## config.mk

```make
export PLATFORM = sky130hd
export DESIGN_NAME = gate_sched
export DESIGN_NICKNAME = d
export VERILOG_FILES = /design/src/rtl/gate_sched.sv
export SDC_FILE = /design/constraint.sdc
export NUM_CORES = 1
export LEC_CHECK = 0
export BUFFER_PORTS_ARGS = -buffer_cell sky130_fd_sc_hd__buf_2
export CAP_MARGIN = 20
export CORE_ASPECT_RATIO = 0.6
export CORE_MARGIN = 4
export CORE_UTILIZATION = 47
export DETAILED_ROUTE_END_ITERATION = 7
export GPL_TIMING_DRIVEN = 0
export HOLD_SLACK_MARGIN = 0.03
export PLACE_DENSITY = 0.74
export SKIP_LAST_GASP = 1
export SLEW_MARGIN = 40
export SYNTH_ARGS = -nofsm -noshare
export SYNTH_HDL_FRONTEND = slang
export SYNTH_SLANG_ARGS = --single-unit
```

## constraint.sdc

```tcl
create_clock -name clk -period 2.03 [get_ports clk]
set_input_delay 0.203 -clock clk [delete_from_list [all_inputs] [get_ports clk]]
set_output_delay 0.203 -clock clk [all_outputs]
set_load 0.02 [all_outputs]
```

## src/rtl/gate_sched.sv

```systemverilog
// Round-robin scheduler sharing one fare-gate sequencer among N_REQ card readers.
// Latches the winner's balance, runs READ/CHECK/GO, deducts the fare and reports completion.
module gate_sched #(
    parameter int N_REQ    = 4,
    parameter int BAL_W    = 4,
    parameter int FARE     = 4,
    parameter int READ_CYC = 2,
    parameter int GO_CYC   = 4
) (
    input  logic                   clk,
    input  logic                   reset,
    input  logic [N_REQ-1:0]       req,
    input  logic [N_REQ*BAL_W-1:0] bal,
    output logic [N_REQ-1:0]       grant,
    output logic                   busy,
    output logic                   gate_run,
    output logic [BAL_W-1:0]       gate_balance,
    output logic                   gate_go,
    output logic                   done,
    output logic                   pass,
    output logic                   aborted,
    output logic [BAL_W-1:0]       new_bal
);

    localparam int IDX_W   = $clog2(N_REQ);
    localparam int CNT_MAX = (READ_CYC > GO_CYC) ? READ_CYC : GO_CYC;
    localparam int CNT_W   = $clog2(CNT_MAX + 1);

    typedef enum logic [2:0] {
        S_IDLE,
        S_READ,
        S_CHECK,
        S_GO,
        S_RELEASE
    } state_t;

    state_t             state_q, state_d;
    logic [CNT_W-1:0]   cnt_q, cnt_d;
    logic [IDX_W-1:0]   ptr_q, ptr_d;
    logic [IDX_W-1:0]   win_q, win_d;
    logic [BAL_W-1:0]   bal_q, bal_d;
    logic [N_REQ-1:0]   grant_q, grant_d;
    logic               busy_q, busy_d;
    logic               gate_run_q, gate_run_d;
    logic [BAL_W-1:0]   gate_balance_q, gate_balance_d;
    logic               gate_go_q, gate_go_d;
    logic               done_q, done_d;
    logic               pass_q, pass_d;
    logic               aborted_q, aborted_d;
    logic [BAL_W-1:0]   new_bal_q, new_bal_d;

    logic               pick_found;
    logic [IDX_W-1:0]   pick_idx;
    logic [BAL_W-1:0]   pick_bal;

    // Descending scan so the candidate closest after the pointer is written last and wins.
    function automatic logic [IDX_W:0] rr_pick(input logic [IDX_W-1:0] ptr,
                                               input logic [N_REQ-1:0] r);
        logic [IDX_W:0] res;
        int             j;
        res = '0;
        for (int i = N_REQ; i >= 1; i--) begin
            j = (int'(ptr) + i) % N_REQ;
            if (r[j]) res = {1'b1, IDX_W'(j)};
        end
        return res;
    endfunction

    always_comb begin
        {pick_found, pick_idx} = rr_pick(ptr_q, req);
        pick_bal = bal[int'(pick_idx)*BAL_W +: BAL_W];
    end

    always_comb begin
        state_d        = state_q;
        cnt_d          = cnt_q;
        ptr_d          = ptr_q;
        win_d          = win_q;
        bal_d          = bal_q;
        grant_d        = grant_q;
        gate_balance_d = gate_balance_q;
        pass_d         = pass_q;
        aborted_d      = aborted_q;
        new_bal_d      = new_bal_q;

        case (state_q)
            S_IDLE: begin
                if (pick_found) begin
                    win_d          = pick_idx;
                    bal_d          = pick_bal;
                    grant_d        = N_REQ'(1) << pick_idx;
                    gate_balance_d = pick_bal;
                    cnt_d          = '0;
                    pass_d         = 1'b0;
                    aborted_d      = 1'b0;
                    new_bal_d      = '0;
                    state_d        = S_READ;
                end
            end
            S_READ: begin
                // Withdrawal beats count expiry in the same cycle.
                if (!req[win_q]) begin
                    pass_d    = 1'b0;
                    aborted_d = 1'b1;
                    new_bal_d = bal_q;
                    state_d   = S_RELEASE;
                end else if (cnt_q == CNT_W'(READ_CYC - 1)) begin
                    cnt_d   = '0;
                    state_d = S_CHECK;
                end else begin
                    cnt_d = cnt_q + 1'b1;
                end
            end
            S_CHECK: begin
                if (bal_q > BAL_W'(FARE)) begin
                    new_bal_d = bal_q - BAL_W'(FARE);
                    pass_d    = 1'b1;
                    cnt_d     = '0;
                    state_d   = S_GO;
                end else begin
                    new_bal_d = bal_q;
                    pass_d    = 1'b0;
                    state_d   = S_RELEASE;
                end
            end
            S_GO: begin
                if (cnt_q == CNT_W'(GO_CYC - 1)) begin
                    state_d = S_RELEASE;
                end else begin
                    cnt_d = cnt_q + 1'b1;
                end
            end
            S_RELEASE: begin
                ptr_d          = win_q;
                grant_d        = '0;
                gate_balance_d = '0;
                state_d        = S_IDLE;
            end
            default: state_d = S_IDLE;
        endcase

        busy_d     = (state_d != S_IDLE);
        gate_run_d = (state_d == S_READ);
        gate_go_d  = (state_d == S_GO);
        done_d     = (state_d == S_RELEASE);
    end

    always_ff @(posedge clk or negedge reset) begin
        if (!reset) begin
            state_q        <= S_IDLE;
            cnt_q          <= '0;
            ptr_q          <= IDX_W'(N_REQ - 1);
            win_q          <= '0;
            bal_q          <= '0;
            grant_q        <= '0;
            busy_q         <= 1'b0;
            gate_run_q     <= 1'b0;
            gate_balance_q <= '0;
            gate_go_q      <= 1'b0;
            done_q         <= 1'b0;
            pass_q         <= 1'b0;
            aborted_q      <= 1'b0;
            new_bal_q      <= '0;
        end else begin
            state_q        <= state_d;
            cnt_q          <= cnt_d;
            ptr_q          <= ptr_d;
            win_q          <= win_d;
            bal_q          <= bal_d;
            grant_q        <= grant_d;
            busy_q         <= busy_d;
            gate_run_q     <= gate_run_d;
            gate_balance_q <= gate_balance_d;
            gate_go_q      <= gate_go_d;
            done_q         <= done_d;
            pass_q         <= pass_d;
            aborted_q      <= aborted_d;
            new_bal_q      <= new_bal_d;
        end
    end

    assign grant        = grant_q;
    assign busy         = busy_q;
    assign gate_run     = gate_run_q;
    assign gate_balance = gate_balance_q;
    assign gate_go      = gate_go_q;
    assign done         = done_q;
    assign pass         = pass_q;
    assign aborted      = aborted_q;
    assign new_bal      = new_bal_q;

endmodule

```

# Word level (Yosys, flattened, before mapping)
# Index checks and enable logic that the tools add are counted.
[classes]
bitwise = 4
mul = 0
eq_ne = 14
shift = 2
magnitude_cmp = 6
div_mod_pow = 0
add_sub_neg = 6
n_reduce_logical = 15
mux = 44
[op_table]
columns = ["cell", "n"]
rows = [
  ["two-way mux 3 bit", 14],
  ["case mux 3 bit (4 select lines)", 2],
  ["two-way mux 4 bit", 5],
  ["less-than comparator 3 x 4 -> 1 bit, second input constant", 4],
  ["case mux 4 bit (2 select lines)", 2],
  ["variable part select 16 x 5 -> 4 bit", 1],
  ["two-way mux 1 bit", 13],
  ["== test 3 x 2 -> 1 bit, second input constant", 4],
  ["case mux 4 bit (3 select lines)", 1],
  ["binary-select mux 1 bit (select 2 bit)", 5],
  ["!= test 2 bit, second input constant", 5],
  ["== test 3 x 1 -> 1 bit, second input constant", 3],
  ["OR reduction 2 bit", 4],
  ["== test 3 bit, second input constant", 2],
  ["AND reduction 3 bit", 2],
  ["nonzero test 3 bit", 2],
  ["AND reduction 5 bit", 1],
  ["adder 2 x 1 -> 2 bit, second input constant", 2],
  ["adder 2 bit, second input constant", 2],
  ["AND 1 bit, first input constant", 4],
  ["greater-than comparator 4 x 3 -> 1 bit, second input constant", 1],
  ["AND reduction 2 bit", 2],
  ["nonzero test 2 bit", 2],
  ["nonzero test 4 bit", 1],
  ["7 further kinds", 7],
]
[totals]
rom_bits = 0
register_bits = 32
out_inout_bits = 18
mem_count = 0
mem_bits_rw = 0
latch_bits = 0
elab_cells = 105
inputBits = 22

# Logic depth before layout (Yosys ltp)
[depth]
ltp_word = 13
mapped_depth = 7
ltp_nobuf = 7

# Least setup slack after synthesis
# Ideal clock, no wire load.
[synth_path]
path_type = "reg2reg"
from = "register cnt_q[0]"
to = "register cnt_q[0]"
t_arrival_ns = 1.765
n_path_buf = 0
stages_incl_launch_ff = 7
slack_ns = 0.137
setup_time_ns = 0.128
cell_sequence = "dfrtp_1 -> ha_1 -> ha_1 -> a211oi_1 -> nor2_1 -> a21oi_2 -> mux2_1"
[synth_between]
elab_chain_len = 4
word_cells_on_any_way = 9
[synth_rtl]
columns = ["element", "line_no", "rtl"]
rows = [
  ["start: declaration", "38", "logic [CNT_W-1:0] cnt_q, cnt_d;"],
  ["start signal: assignment", "166", "cnt_q <= cnt_d;"],
  ["adder 3 x 1 -> 3 bit / == test 3 x 1 -> 1 bit (equally long branches)", "111, 130, 107", ""],
  ["two-way mux 3 bit", "107", "end else if (cnt_q == CNT_W'(READ_CYC - 1)) begin"],
  ["two-way mux 3 bit", "102", "if (!req[win_q]) begin"],
  ["case mux 3 bit (4 select lines)", "86", "case (state_q)"],
]
# Parallel ways exist; a longest one is shown, timed or not. The select of a mux whose other input is x is not followed.
# A chain may end at the register's enable or synchronous reset.

# Worst setup path after layout
[layout_path]
from = "register cnt_q[0]"
to = "register cnt_q[2]"
# The elaborated chain is that of the path after synthesis.

==> results.txt <==
- Synthesis produced 163 cells.
- Final setup violation count: 0
- Data arrival time of the critical path: approximately 2.1 ns
- Most common cell in the netlist: sky130_fd_sc_hd__dfrtp_1
* Main combinational cell family by area after synthesis: simple AND/OR/NAND/NOR gates
- The tree is rooted in a sky130_fd_sc_hd__clkbuf_8.
- Leakage: 0.00102 uW
- Number of enable-type register cells in the synthesized netlist: 0
- During synthesis, Yosys emitted a total of 0 warnings.
- Of the post-synthesis cell area, the part taken by muxes is 0.123.
- Master of the slowest instance on the critical path: sky130_fd_sc_hd__dfrtp_1
- IR analysis of the VDD net gives a maximum drop of around 0.00077 V.
* Worst Setup Path Type: reg2reg
* Power Density: 1550 nW/um2
- The repair_antennas step left the layout with diodes totalling 0.
- DR vias: about 1,400
- The signal on the critical path passes through ha_1 > ha_1 > a211oi_2 > a221oi_2 > a21oi_2 > mux2_1.
- The first global-routing pass estimated approximately 6300 um of wire.
* Number of core rows: 16
* Die area: 4540 um2
- Design Power: 3120 uW
- TritonRoute pass-1 iters: 4
- CTS HTree Levels: 2
- Area fraction in and, or, nand and nor cells after synthesis: 0.164
- Of the post-synthesis cell area, the dominant cell type holds 0.456.
- Post-synthesis instance area: 1650 um2
- The number of max-slew violations in the final report came to 0.
- Once placement finished, the instance area stood at 1900 um2.
- The number of nets in the synthesized netlist is approximately 190.
- Of all cell types, the one taking the most synthesized area is sky130_fd_sc_hd__dfrtp_1.
- The number of antenna violations at the first check in global routing is 0.
- Total negative setup slack: 0 ns
- Portion of the post-synthesis area used by sequential elements: 0.488
* Die Y: 53.8 um
* Avg WL per Cell: 14.8 um
- Leftover overflow at the end of global routing: 0
- Max-capacitance violation count: 0
- Between clock sinks in the finished design, the worst skew comes to between 0.01 and 0.015 ns.
* Placed wire-length estimate: between 2000 and 3000 um
- Min-delay worst type: in2reg
- STA puts the critical path data required time at approximately 2.2 ns.
- In this run the count of I/O pins placed on the die edge is 40.
- Critical path startpoint category: flop
- Among the stages of the critical path, the cell type that occurs most often is sky130_fd_sc_hd__ha_1.
- Worst relative slew slack: 0.538
* Number of non-filler instances in the completed layout: 258
* Synth cell count leaders: 30 x sky130_fd_sc_hd__dfrtp_1, 25 x sky130_fd_sc_hd__nand2_1, 12 x sky130_fd_sc_hd__mux2i_1
- Multi-input combinational cell area: 773 um2
- Top cells by area in the synthesized netlist: sky130_fd_sc_hd__dfrtp_1 46%, sky130_fd_sc_hd__mux2i_1 7.3%, sky130_fd_sc_hd__nand2_1 5.7%
* Final Hold Fails: 0
- Endpoint kind of the worst setup timing path: flop
- Port Buffers: 39
- Final layout net count: 237
- The final layout contains routed wiring with a total length of 3820 um.
- Final weighted congestion in routability-driven placement: 0.894
- Standard cell core area: 3300 um2
- No sink is reached through more buffers than the 2 on the longest clock path.
- The worst path in the final design needs a cycle of 1.92 ns, including I/O delays and setup.
- The area growth from synthesis to layout is 22.7%.
* Initial core utilization: 0.498
- For this run, the share of the core covered by cells in the final layout is 0.611.
- Primary FF master, synth: sky130_fd_sc_hd__dfrtp_1
- The clock reaches the later pin of the worst-skew pair after 0.28 ns.
- Measured along the x axis, the die boundary spans 84.4 um.
- Fmax achieved: 0.521 GHz
* Clock Sinks: 32
* Share of synthesized flip-flops with an asynchronous set or reset: 1.00
* Cell area after layout: approximately 2000 um2
- In the finished design, the share of the clock period the worst path needs comes to 0.946.
- Across every metal layer, demand over resource in global routing totals 0.179.
- CTS tree: built
- Of the total synthesized cell area, the portion taken by XOR and XNOR cells is 0.
- Fraction of layout instances using a drive strength above 1: 0.324
- Synthesized-area fraction occupied by ao, oa, aoi and oai cells: 0.153
* Number of distinct library cells after synthesis: 34
- Of the total synthesized cell area, the portion taken by full adders, half adders and majority gates is 0.0228.
* Filler instances: roughly 290
* Largest net degree at the start of global routing: 33
- Including well taps, the total number of placed cells is ~250.
- Each instance of the synthesized netlist takes up on average 10.1 um2.
- Count of state elements after synthesis: 32
* Storage element area: 803 um2
* Total DRC errors in the routed layout: 0
* Unrepaired setup endpoints after global routing: no
* Clock transition at the registers of the reported paths: roughly 0.070 ns
- Delay of the slowest cell on the worst path: roughly 0.41 ns
- In this run the worst path has a maximum fanout of 4.
- Ratio of routed vias to standard cells: 5.35
- For the pin with the worst max-slew slack, the measured transition is 0.694 ns.
* Vias in the first global route: 1,357
* Number of buffers created by CTS: 5
- Run status: complete, no violations
- Drt initial violations: 147
* Remaining antenna violation count: 0
[worst paths after layout]
kind	start	end	slack [ns]	depth (start not counted)
worst max-delay path	cnt_q[0]	cnt_q[2]	0.11	6
worst min-delay path	bal[9]	gate_balance[1]	0.26	3
worst max register to register	cnt_q[0]	cnt_q[2]	0.11	6
worst min register to register	grant[1]	grant[1]	0.48	2
max in group asynchronous	reset	state_q[2]	1.06	2
min in group asynchronous	reset	new_bal[0]	0.50	2
[timing repair]
item                       in CTS  in global routing
pin swaps                       0                  2
hold endpoints to repair       30                  0
cloned                          0                  1
buffers inserted                0                  1
gates resized for setup         1                  1
hold buffers                    1                  0
setup endpoints to repair       3                  5
[cell type report]
class                   instances  share of cell area
inverters                      10              0.0186
flip-flops and latches         32               0.398
well taps                      45              0.0279
plain buffers                   7              0.0211
multi-input cells             114               0.383
clock buffers                   7              0.0378
clock inverters                 1             0.00248
repair buffers                 42               0.111
[cell families after synthesis]
logic type      count (synthesis)
compound gates                 36
simple gates                   57
buf+inv                        17
mux                            18
fa+ha+maj                       3
flops                          32
[metrics by stage]
| step | setup WS (ns) | hold slack [ns] |
|---|---|---|
| after global routing | 0.0348 | 0.268 |
| final | 0.110 | 0.258 |
| after floorplan | 0.137 | -0.0926 |
| after detailed placement | -0.0447 | 0.292 |
| after CTS | 0.0591 | 0.252 |
| after global placement | 0.0222 | 0.280 |
[per-layer routing]
metal,track usage,wire (um)
met5,0,0
met4,0.0421,16
met3,0.0459,253
met2,0.288,1790
met1,0.247,1760
[layout by cell type (no fill, tap or decap), types with 2 or more instances in the layout]
| master | synthesis | final |
|---|---|---|
| sky130_fd_sc_hd__nand3_1 | 2 | 2 |
| sky130_fd_sc_hd__clkbuf_1 | 0 | 2 |
| sky130_fd_sc_hd__dfstp_2 | 2 | 2 |
| sky130_fd_sc_hd__nor2_1 | 8 | 8 |
| sky130_fd_sc_hd__ha_1 | 3 | 3 |
| sky130_fd_sc_hd__buf_2 | 4 | 43 |
| sky130_fd_sc_hd__nand2b_1 | 6 | 6 |
| sky130_fd_sc_hd__a21oi_1 | 3 | 3 |
| sky130_fd_sc_hd__mux2i_1 | 12 | 12 |
| sky130_fd_sc_hd__o21ai_1 | 4 | 4 |
| sky130_fd_sc_hd__or2_1 | 3 | 3 |
| sky130_fd_sc_hd__a21oi_2 | 2 | 2 |
| sky130_fd_sc_hd__nor2b_1 | 3 | 3 |
| sky130_fd_sc_hd__mux2_1 | 3 | 3 |
| sky130_fd_sc_hd__o221ai_1 | 9 | 8 |
| sky130_fd_sc_hd__inv_1 | 10 | 10 |
| sky130_fd_sc_hd__nor3_1 | 5 | 5 |
| sky130_fd_sc_hd__nand2_1 | 25 | 25 |
| sky130_fd_sc_hd__dfrtp_1 | 30 | 30 |
| sky130_fd_sc_hd__nor2_2 | 2 | 2 |
| sky130_fd_sc_hd__o21ai_0 | 10 | 10 |
| sky130_fd_sc_hd__buf_4 | 3 | 4 |
| sky130_fd_sc_hd__a21o_1 | 2 | 2 |
| sky130_fd_sc_hd__clkbuf_8 | 0 | 5 |
[sequential cells by signal, summed over array words and instances, names as in the netlist, 2 cells and up]
name / flops
gate_balance: 4
cnt_q: 3
bal_q: 4
state_q: 3
ptr_q: 2
new_bal: 4
win_q: 2
grant: 4
[critical path: cells and delay by family (launching register included)]
kind	cells	cell delay, ns
AOI/OAI and AO/OA	3	0.61
muxes	1	0.35
adders and majority gates	2	0.43
DFF	1	0.41
[where the power goes]
group          internal, uW  switching (uW)  total [uW]
clock                   240             215         455
combinational           641             916        1560
sequential              918             191        1110
Note: power is estimated with default switching activity, not from simulation.
